`config.mk`:
```
export PLATFORM = sky130hd
export DESIGN_NAME = wire_unpacking_stream_flat
export DESIGN_NICKNAME = d
export VERILOG_FILES = /design/src/rtl/wire_unpacking_stream_if.sv /design/src/rtl/wire_unpacking_stream.sv /design/src/flat_wrapper.sv
export SDC_FILE = /design/constraint.sdc
export NUM_CORES = 2
export LEC_CHECK = 0
export BUFFER_PORTS_ARGS = -buffer_cell sky130_fd_sc_hd__buf_2
export CAP_MARGIN = 20
export CELL_PAD_IN_SITES_DETAIL_PLACEMENT = 1
export CELL_PAD_IN_SITES_GLOBAL_PLACEMENT = 2
export CORE_ASPECT_RATIO = 2
export CORE_MARGIN = 4
export CORE_UTILIZATION = 40
export CTS_CLUSTER_SIZE = 8
export DETAILED_ROUTE_END_ITERATION = 10
export HOLD_SLACK_MARGIN = 0.03
export PLACE_DENSITY = 0.77
export SLEW_MARGIN = 20
export SYNTH_ARGS = -nofsm -noshare
export SYNTH_HDL_FRONTEND = slang
export SYNTH_SLANG_ARGS = --single-unit
```
`constraint.sdc`:
```
create_clock -name clk -period 5.6 [get_ports clk]
set_input_delay 0.28 -clock clk [delete_from_list [all_inputs] [get_ports clk]]
set_output_delay 0.28 -clock clk [all_outputs]
set_load 0.005 [all_outputs]
```
`src/rtl/wire_unpacking_stream_if.sv`:
```
`default_nettype none
// ============================================================================
// Module   : wire_unpacking_stream_if
// Brief    : Packed-word input stream and unpacked-lane output stream bundle.
// Revision : 1.0 - initial release
// ============================================================================
interface wire_unpacking_stream_if #(
    parameter int LANES = 16,
    parameter int WIDTH = 32
);
    localparam int c_LANE_W = $clog2(LANES);

    logic                in_valid;
    logic                in_ready;
    logic [WIDTH-1:0]    in_data;
    logic                out_valid;
    logic                out_ready;
    logic [WIDTH-1:0]    out_data;
    logic [c_LANE_W-1:0] out_lane;
    logic                out_last;

    modport master (
        output in_valid, in_data, out_ready,
        input  in_ready, out_valid, out_data, out_lane, out_last
    );

    modport slave (
        input  in_valid, in_data, out_ready,
        output in_ready, out_valid, out_data, out_lane, out_last
    );
endinterface
`default_nettype wire

```
`src/rtl/wire_unpacking_stream.sv`:
```
`default_nettype none
// ============================================================================
// Module   : wire_unpacking_stream
// Brief    : Ping-pong transpose buffer rebuilding lane words from slice words.
// Revision : 1.0 - initial release
// ============================================================================
module wire_unpacking_stream #(
    parameter int LANES = 16,
    parameter int SLICE = 2,
    parameter int WIDTH = 32
) (
    input  wire logic                  clk,
    input  wire logic                  reset,
    input  wire logic                  abort,
    wire_unpacking_stream_if.slave     s
);
    localparam int                  c_CNT_W    = $clog2(LANES);
    localparam int                  c_BASE_W   = $clog2(WIDTH);
    localparam logic [c_CNT_W-1:0]  c_LAST_IDX = c_CNT_W'(LANES - 1);

    logic [WIDTH-1:0]    r_bank [2][LANES];
    logic                r_wr_bank;
    logic                r_rd_bank;
    logic [c_CNT_W-1:0]  r_wr_cnt;
    logic [c_CNT_W-1:0]  r_rd_cnt;
    logic [1:0]          r_full;

    logic                w_in_ready;
    logic                w_out_valid;
    logic                w_in_fire;
    logic                w_out_fire;
    logic [1:0]          w_full_next;
    logic [c_BASE_W-1:0] w_wr_base;
    logic [SLICE-1:0]    w_in_slice [LANES];

    // Lane j of the incoming word sits at bits [SLICE*j +: SLICE].
    for (genvar j = 0; j < LANES; j++) begin : g_lane
        assign w_in_slice[j] = s.in_data[j*SLICE +: SLICE];
    end

    assign w_in_ready  = ~r_full[r_wr_bank];
    assign w_out_valid = r_full[r_rd_bank];
    assign w_in_fire   = s.in_valid & w_in_ready;
    assign w_out_fire  = w_out_valid & s.out_ready;
    assign w_wr_base   = c_BASE_W'(r_wr_cnt * SLICE);

    assign s.in_ready  = w_in_ready;
    assign s.out_valid = w_out_valid;
    assign s.out_data  = r_bank[r_rd_bank][r_rd_cnt];
    assign s.out_lane  = r_rd_cnt;
    assign s.out_last  = w_out_valid & (r_rd_cnt == c_LAST_IDX);

    // Fill and drain always target different banks, so set and clear never collide.
    always_comb begin
        w_full_next = r_full;
        if (w_out_fire && (r_rd_cnt == c_LAST_IDX)) begin
            w_full_next[r_rd_bank] = 1'b0;
        end
        if (w_in_fire && (r_wr_cnt == c_LAST_IDX)) begin
            w_full_next[r_wr_bank] = 1'b1;
        end
    end

    always_ff @(posedge clk or negedge reset) begin
        if (!reset) begin
            r_wr_bank <= 1'b0;
            r_rd_bank <= 1'b0;
            r_wr_cnt  <= '0;
            r_rd_cnt  <= '0;
            r_full    <= '0;
            for (int b = 0; b < 2; b++) begin
                for (int j = 0; j < LANES; j++) begin
                    r_bank[b][j] <= '0;
                end
            end
        end else if (abort) begin
            // Bank contents are left in place; clearing the full flags hides them.
            r_wr_bank <= 1'b0;
            r_rd_bank <= 1'b0;
            r_wr_cnt  <= '0;
            r_rd_cnt  <= '0;
            r_full    <= '0;
        end else begin
            if (w_in_fire) begin
                for (int j = 0; j < LANES; j++) begin
                    r_bank[r_wr_bank][j][w_wr_base +: SLICE] <= w_in_slice[j];
                end
                if (r_wr_cnt == c_LAST_IDX) begin
                    r_wr_cnt  <= '0;
                    r_wr_bank <= ~r_wr_bank;
                end else begin
                    r_wr_cnt  <= r_wr_cnt + 1'b1;
                end
            end
            if (w_out_fire) begin
                if (r_rd_cnt == c_LAST_IDX) begin
                    r_rd_cnt  <= '0;
                    r_rd_bank <= ~r_rd_bank;
                end else begin
                    r_rd_cnt  <= r_rd_cnt + 1'b1;
                end
            end
            r_full <= w_full_next;
        end
    end
endmodule
`default_nettype wire

```
`src/flat_wrapper.sv`:
```
// flat-port wrapper written by rule: the top's interface ports become plain ports
module wire_unpacking_stream_flat 
#(
    parameter int LANES = 16,
    parameter int SLICE = 2,
    parameter int WIDTH = 32
)
  (clk, reset, abort, s_in_valid, s_in_data, s_out_ready, s_in_ready, s_out_valid, s_out_data, s_out_lane, s_out_last);
  wire_unpacking_stream_if #(.LANES(LANES), .WIDTH(WIDTH)) s_i ();
  input  wire logic clk;
  input  wire logic reset;
  input  wire logic abort;
  input wire logic [$bits(s_i.in_valid)-1:0] s_in_valid;
  input wire logic [$bits(s_i.in_data)-1:0] s_in_data;
  input wire logic [$bits(s_i.out_ready)-1:0] s_out_ready;
  output wire logic [$bits(s_i.in_ready)-1:0] s_in_ready;
  output wire logic [$bits(s_i.out_valid)-1:0] s_out_valid;
  output wire logic [$bits(s_i.out_data)-1:0] s_out_data;
  output wire logic [$bits(s_i.out_lane)-1:0] s_out_lane;
  output wire logic [$bits(s_i.out_last)-1:0] s_out_last;
  assign s_i.in_valid = s_in_valid;
  assign s_i.in_data = s_in_data;
  assign s_i.out_ready = s_out_ready;
  assign s_in_ready = s_i.in_ready;
  assign s_out_valid = s_i.out_valid;
  assign s_out_data = s_i.out_data;
  assign s_out_lane = s_i.out_lane;
  assign s_out_last = s_i.out_last;
  wire_unpacking_stream #(.LANES(LANES), .SLICE(SLICE), .WIDTH(WIDTH)) u_core (.clk(clk), .reset(reset), .abort(abort), .s(s_i));
endmodule
```
**Word level (Yosys, flattened, before mapping)**

Cells that the tools add are included.

- Register bits: 1036
- Input port bits: 37

- Add/subtract/negate cells: 3
- Magnitude comparators: 8
- Equal/unequal tests: 2
- Shift-type cells: 17
- Muxes and demuxes: 77
- Bitwise logic cells: 13
- Reduce and logical (&&, ||, !) cells: 12

Operators with widths:

| kind | number |
|---|---|
| $bwmux 1024 | 16 |
| $demux 512 s1 | 16 |
| $mux 512 | 4 |
| $shiftx 2x7->32 | 16 |
| $mux 480 | 1 |
| $mux 448 | 1 |
| $mux 416 | 1 |
| $mux 384 | 1 |
| $mux 352 | 1 |
| $mux 320 | 1 |
| $mux 288 | 1 |
| $mux 256 | 1 |
| $mux 224 | 1 |
| $mux 192 | 1 |
| $mux 160 | 1 |
| $bmux 32 s4 | 1 |
| $mux 128 | 1 |
| $mux 32 | 3 |
| $mux 96 | 1 |
| $mux 64 | 1 |
| $shift 2x7->32 const A | 1 |
| $mux 4 | 6 |
| $mux 1 | 12 |
| $add 4x1->4 const B | 2 |
| other kinds (19) | 41 |

**Depth between registers and ports, before layout**

- Word-level depth: 21
- Depth in mapped cells: 10
- Gate-level depth less buffers: 7

**Least setup slack after synthesis**

No wires, ideal clock.

- Path kind: register to register
- From: reg u_core.r_wr_cnt[0]
- To: reg u_core.r_bank[120] (netlist name)
- Arrival time: 2.177 ns
- Slack: 3.296 ns
- Stages on the path, launching flop included: 10
- Cells stage by stage: dfrtp_1 -> buf_2 -> inv_1 -> ha_1 -> and3_1 -> clkbuf_1 -> or2_2 -> nand2_2 -> buf_2 -> mux2_1

- Cells in the longest elaborated chain, start to end: 18
- Elaborated cells between the ends (all ways): 36

Ends and longest elaborated chain:

| element | line | text |
|---|---|---|
| start: declaration | wire_unpacking_stream.sv:24 | `logic [c_CNT_W-1:0] r_wr_cnt;` |
| start signal: assignment | wire_unpacking_stream.sv:92 | `r_wr_cnt <= r_wr_cnt + 1'b1;` |
| $neg 5->7 * | wire_unpacking_stream.sv:86 | `r_bank[r_wr_bank][j][w_wr_base +: SLICE] <= w_in_slice[j];` |
| $shiftx 2x7->32 | wire_unpacking_stream.sv:86 |  |
| $bwmux 1024 (15 in series) | wire_unpacking_stream.sv:86 |  |
| $bwmux 1024 * | wire_unpacking_stream.sv:86 |  |
| end signal: indexed assignment | wire_unpacking_stream.sv:86 |  |
| end: declaration | wire_unpacking_stream.sv:21 | `logic [WIDTH-1:0] r_bank [2][LANES];` |

Every way passes the cells marked *; elsewhere a longest branch is shown, timed or not.
A chain may end at the register's enable or synchronous reset.

**Final worst setup path**

- From: reg u_core.r_rd_bank
- To: out s_out_data[1]

- Cells in the longest elaborated chain, start to end: 7

Ends and longest elaborated chain:

| element | line | text |
|---|---|---|
| start: declaration | wire_unpacking_stream.sv:23 | `logic r_rd_bank;` |
| start signal: assignment | wire_unpacking_stream.sv:98 | `r_rd_bank <= ~r_rd_bank;` |
| $not 1->2 (not written as such) | wire_unpacking_stream.sv:49 | `assign s.out_data = r_bank[r_rd_bank][r_rd_cnt];` |
| $mux 512 (not written as such) (3 in series) | wire_unpacking_stream.sv:49 |  |
| $bmux 32 s4 | wire_unpacking_stream.sv:49 |  |
| $mux 32 (not written as such) (2 in series) | wire_unpacking_stream.sv:49 |  |
| end: declaration | flat_wrapper.sv:18 | `output wire logic [$bits(s_i.out_data)-1:0] s_out_data;` |

No other way between the ends. The select of a mux whose other input is x is not followed.

==> tab_implementation.tex <==
\begin{tabular}{lr}
\hline
Metric & Value \\
\hline
\multicolumn{2}{l}{\textbf{Synth}} \\
\quad Mean post-synth cell area & 10.8 sq um \\
\quad Synthesized flop and latch total & 1036 \\
\quad Synthesized area & 0.0478 sq mm \\
\quad Distinct cell type count after synthesis & 46 \\
\quad Number of flops mapped to enable cells by yosys & 0 \\
\quad Syn\_nets & 4489 \\
\quad Post-synthesis cell count & 4446 \\
\quad Post-synthesis async set-or-reset flop share & 1.00 \\
\quad Number of warnings printed during yosys synthesis & 0 \\
\quad Top FF cell, synth & dfrtp\_1 \\
\quad Sequential cell area fraction in the yosys report & 0.542 \\
\multicolumn{2}{l}{\textbf{Floorplanning}} \\
\quad Area of the die & 0.126 sq mm \\
\quad Initial standard-cell utilization of the core & 0.402 \\
\quad Floorplan die width & 253 um \\
\quad Floorplan core area & 0.119 sq mm \\
\quad Boundary Pins & 76 \\
\quad Floorplan row count & 179 \\
\quad Overall die height & 497 um \\
\multicolumn{2}{l}{\textbf{Power and ir drop}} \\
\quad Leakage power summed over all cells & 23.1 nW \\
\quad Maximum resistive drop on vdd & 228 uV \\
\quad Pwr per Cell Area & 308 mW/mm\^{}2 \\
\quad Post-route total power & 16.5 mW \\
\multicolumn{2}{l}{\textbf{Setup path}} \\
\quad Required time of the critical path & 5.32 ns \\
\quad Category of the worst setup path capture point & output pin \\
\quad Maximum fanout count along the critical path & 61 \\
\quad Critical path start-end classification & register to output pin \\
\quad Arrival time worst endpoint & 3.98 ns \\
\quad Critical path launch point type & register \\
\multicolumn{2}{l}{\textbf{CTS}} \\
\quad Number of buffers on the longest clock path & 3 \\
\quad Number of buffers created by CTS & 147 \\
\quad Clk slew on worst S/H paths & 0.05 ns \\
\quad TritonCTS sink count & 1036 \\
\quad TritonCTS clock tree & yes \\
\quad Clk root buf & clkbuf\_16 \\
\quad H-tree lvl count & 4 \\
\quad Clk\_lat worst skew & 0.75 ns \\
\multicolumn{2}{l}{\textbf{Cells and area}} \\
\quad Combined area of the multi-input logic cells & 0.0205 sq mm \\
\quad Layout Cell Area excl Fill & 0.0536 sq mm \\
\quad Total area of sequential cells & 0.0259 sq mm \\
\quad Number of filler instances in the final layout & 12700 \\
\quad Fraction of final layout cells sized beyond drive strength 1 & 0.164 \\
\quad Count of placed standard cells in the final layout, fillers left out & 5951 \\
\quad Utilization after layout & 0.451 \\
\quad Synth-to-Final Area Change & 12.0\% \\
\quad Layout net count & 4441 \\
\multicolumn{2}{l}{\textbf{Timing}} \\
\quad Min Clock Period, post-route & 4.26 ns \\
\quad Max-slew headroom & 0.263 \\
\quad Maximum achievable frequency & 235 MHz \\
\quad Part of the cycle the worst path needs & 0.761 \\
\quad Final-layout setup total negative slack & 0 ns \\
\quad Final Setup Violations & 0 \\
\quad Worst hold margin & 0.146 ns \\
\quad Final hold vios & 0 \\
\quad Worst-case setup margin in the final layout & 1.34 ns \\
\quad Count of final max-slew check failures & 0 \\
\quad Slew @ Worst Pin & 1.11 ns \\
\quad RSZ-0062 raised after global routing & no \\
\quad Skew final & 0.0162 ns \\
\multicolumn{2}{l}{\textbf{Placed design}} \\
\quad Post-place setup slack & 2.12 ns \\
\quad Count of placed standard cells including taps & 5782 \\
\quad Standard cell area after detailed placement & 0.0496 sq mm \\
\quad Gp weighted congestion & 0.789 \\
\quad DP HPWL & 95900 um \\
\quad Quantity of I/O buffers inserted on ports & 75 \\
\multicolumn{2}{l}{\textbf{GRT}} \\
\quad GRT Resource Usage Total & 0.250 \\
\quad Number of antenna violations at the first check in global routing & 12 \\
\quad Number of global-route vias before repair & 37500 \\
\quad Global route overflow & 0 \\
\quad Maximum number of pins on one net before global-route repair & 165 \\
\quad First-pass GRT wire length & 237000 um \\
\multicolumn{2}{l}{\textbf{Flow run}} \\
\quad Max-cap violations & 0 \\
\multicolumn{2}{l}{\textbf{Routing}} \\
\quad Detailed-route via count & 33800 \\
\quad Antenna violation net count after detailed routing & 0 \\
\quad DRC violations left & 0 \\
\quad Average detailed-routed wire length per instance & 26.4 um \\
\quad Total routed wirelength & 157000 um \\
\quad Number of violations reported at the end of detailed-routing iteration 0 & 1987 \\
\quad Number of search-and-repair iterations in the first detailed-routing pass & 5 \\
\quad Via density per instance & 5.67 \\
\multicolumn{2}{l}{\textbf{Hold path}} \\
\quad Class of the worst hold path & input port to register \\
\multicolumn{2}{l}{\textbf{Outcome}} \\
\quad Run status & complete, no violations \\
\hline
\end{tabular}
final timing paths:
check / startpoint / endpoint / slack (ns) / depth (start not counted)
max in group asynchronous: reset / u_core.r_bank[308]$_DFFE_PN0P_ / 3.89 / 3
min in group asynchronous: reset / u_core.r_bank[203]$_DFFE_PN0P_ / 0.16 / 2
setup / recovery: u_core.r_rd_bank$_DFFE_PN0P_ / s_out_data[1] / 1.34 / 7
hold reg to reg: u_core.r_bank[147]$_DFFE_PN0P_ / u_core.r_bank[147]$_DFFE_PN0P_ / 0.47 / 2
hold / removal: s_in_data[6] / u_core.r_bank[402]$_DFFE_PN0P_ / 0.15 / 3
setup reg to reg: u_core.r_wr_cnt[0]$_DFFE_PN0P_ / u_core.r_bank[40]$_DFFE_PN0P_ / 2.07 / 6
layout make-up:
class | instances | share of cell area
flip-flops and latches | 1036 | 0.484
multi-input cells | 3038 | 0.382
clock buffers | 154 | 0.0715
well taps | 1538 | 0.0359
repair buffers | 172 | 0.0250
clock inverters | 5 | 0.00121
diodes | 5 | 0.000233
inverters | 3 | 0.000210
cells in the mapped netlist (all sizes together), types with 2 or more instances:
master  instances  area, sq um
mux2i         513         5130
nor3           36          180
a31oi          32          200
nand2b          6         37.5
nand3         202         1010
nand2         790         2980
nor3b           2         20.0
dfrtp        1036        25900
a22o           64          561
buf           111          676
nor2b          11         68.8
mux2          449         5060
xor2            2         17.5
or2             2         12.5
a21oi         103          515
nor2           75          282
clkbuf        258          968
and2           42          263
or3             2         17.5
and3            2         12.5
ha              6         75.1
xnor2           2         17.5
a22oi          96          721
o21ai         588         2940
inv             3         11.3
cell families (layout without fill, tap and decap cells):
| group | after synthesis | in the layout | synth area share |
|---|---|---|---|
| flip-flops | 1036 | 1036 | 0.542 |
| multiplexers | 962 | 962 | 0.213 |
| buffers and inverters | 372 | 334 | 0.0346 |
| XOR/XNOR | 4 | 4 | 0.000732 |
| other | 0 | 5 | 0 |
| AO/OA/AOI/OAI | 889 | 889 | 0.105 |
| adder cells (fa/ha/maj) | 6 | 6 | 0.00157 |
| AND/OR/NAND/NOR | 1177 | 1177 | 0.104 |
cell usage in the layout, fill, tap and decap left out, types with 2 or more instances in the layout:
cell type / count
nand2_2: 12
a22oi_1: 96
ha_1: 6
a21oi_1: 103
nor3_1: 36
nand2b_2: 4
mux2_1: 104
a31oi_1: 32
nand3_2: 6
o21ai_4: 6
mux2_2: 345
xnor2_1: 2
o21ai_1: 2
dlygate4sd3_1: 5
nor2_4: 2
or2_2: 2
and3_1: 2
inv_6: 4
and2_4: 2
mux2i_1: 513
nor2b_4: 8
dfrtp_1: 1035
nor2b_1: 3
buf_4: 75
o21ai_0: 579
nand2_1: 778
diode_2: 5
clkbuf_16: 153
nor2_1: 73
buf_12: 17
xor2_1: 2
nand2b_1: 2
nand3_1: 196
a22o_1: 64
and2_1: 39
buf_2: 74
inv_1: 3
sequential cells by signal, indices dropped and copies added (netlist names):
name,cells
u_core.r_bank,1024
u_core.r_wr_cnt,4
u_core.s.out_lane,4
u_core.r_full,2
u_core.r_rd_bank,1
u_core.r_wr_bank,1
per-layer routing:
metal  wire length (um)  track usage
met3               5900       0.0434
met5                 42            0
met2              80700        0.442
met4               8690        0.122
met1              61500        0.292
repair_timing:
action                                 in CTS  in global routing
endpoints found under the hold margin      83                  0
setup buffers                               0                  0
hold buffers                                5                  0
gates resized for setup                     0                  0
worst max-delay path, stage by stage, from the launching register on:
cell and delay (ns):
dfrtp_4 0.85, buf_12 0.46, mux2i_1 0.27, a22o_1 0.15
nor3_1 0.05, a31oi_1 0.76, nand3_1 0.38, buf_2 0.25
where the power goes:
group	total, mW	leakage (nW)	switching (mW)	internal (mW)
registers	7.72	14.4	0.0788	7.64
logic	0.843	6.75	0.613	0.230
clock network	7.97	1.92	3.17	4.80
Note: power is estimated with default switching activity, not from simulation.
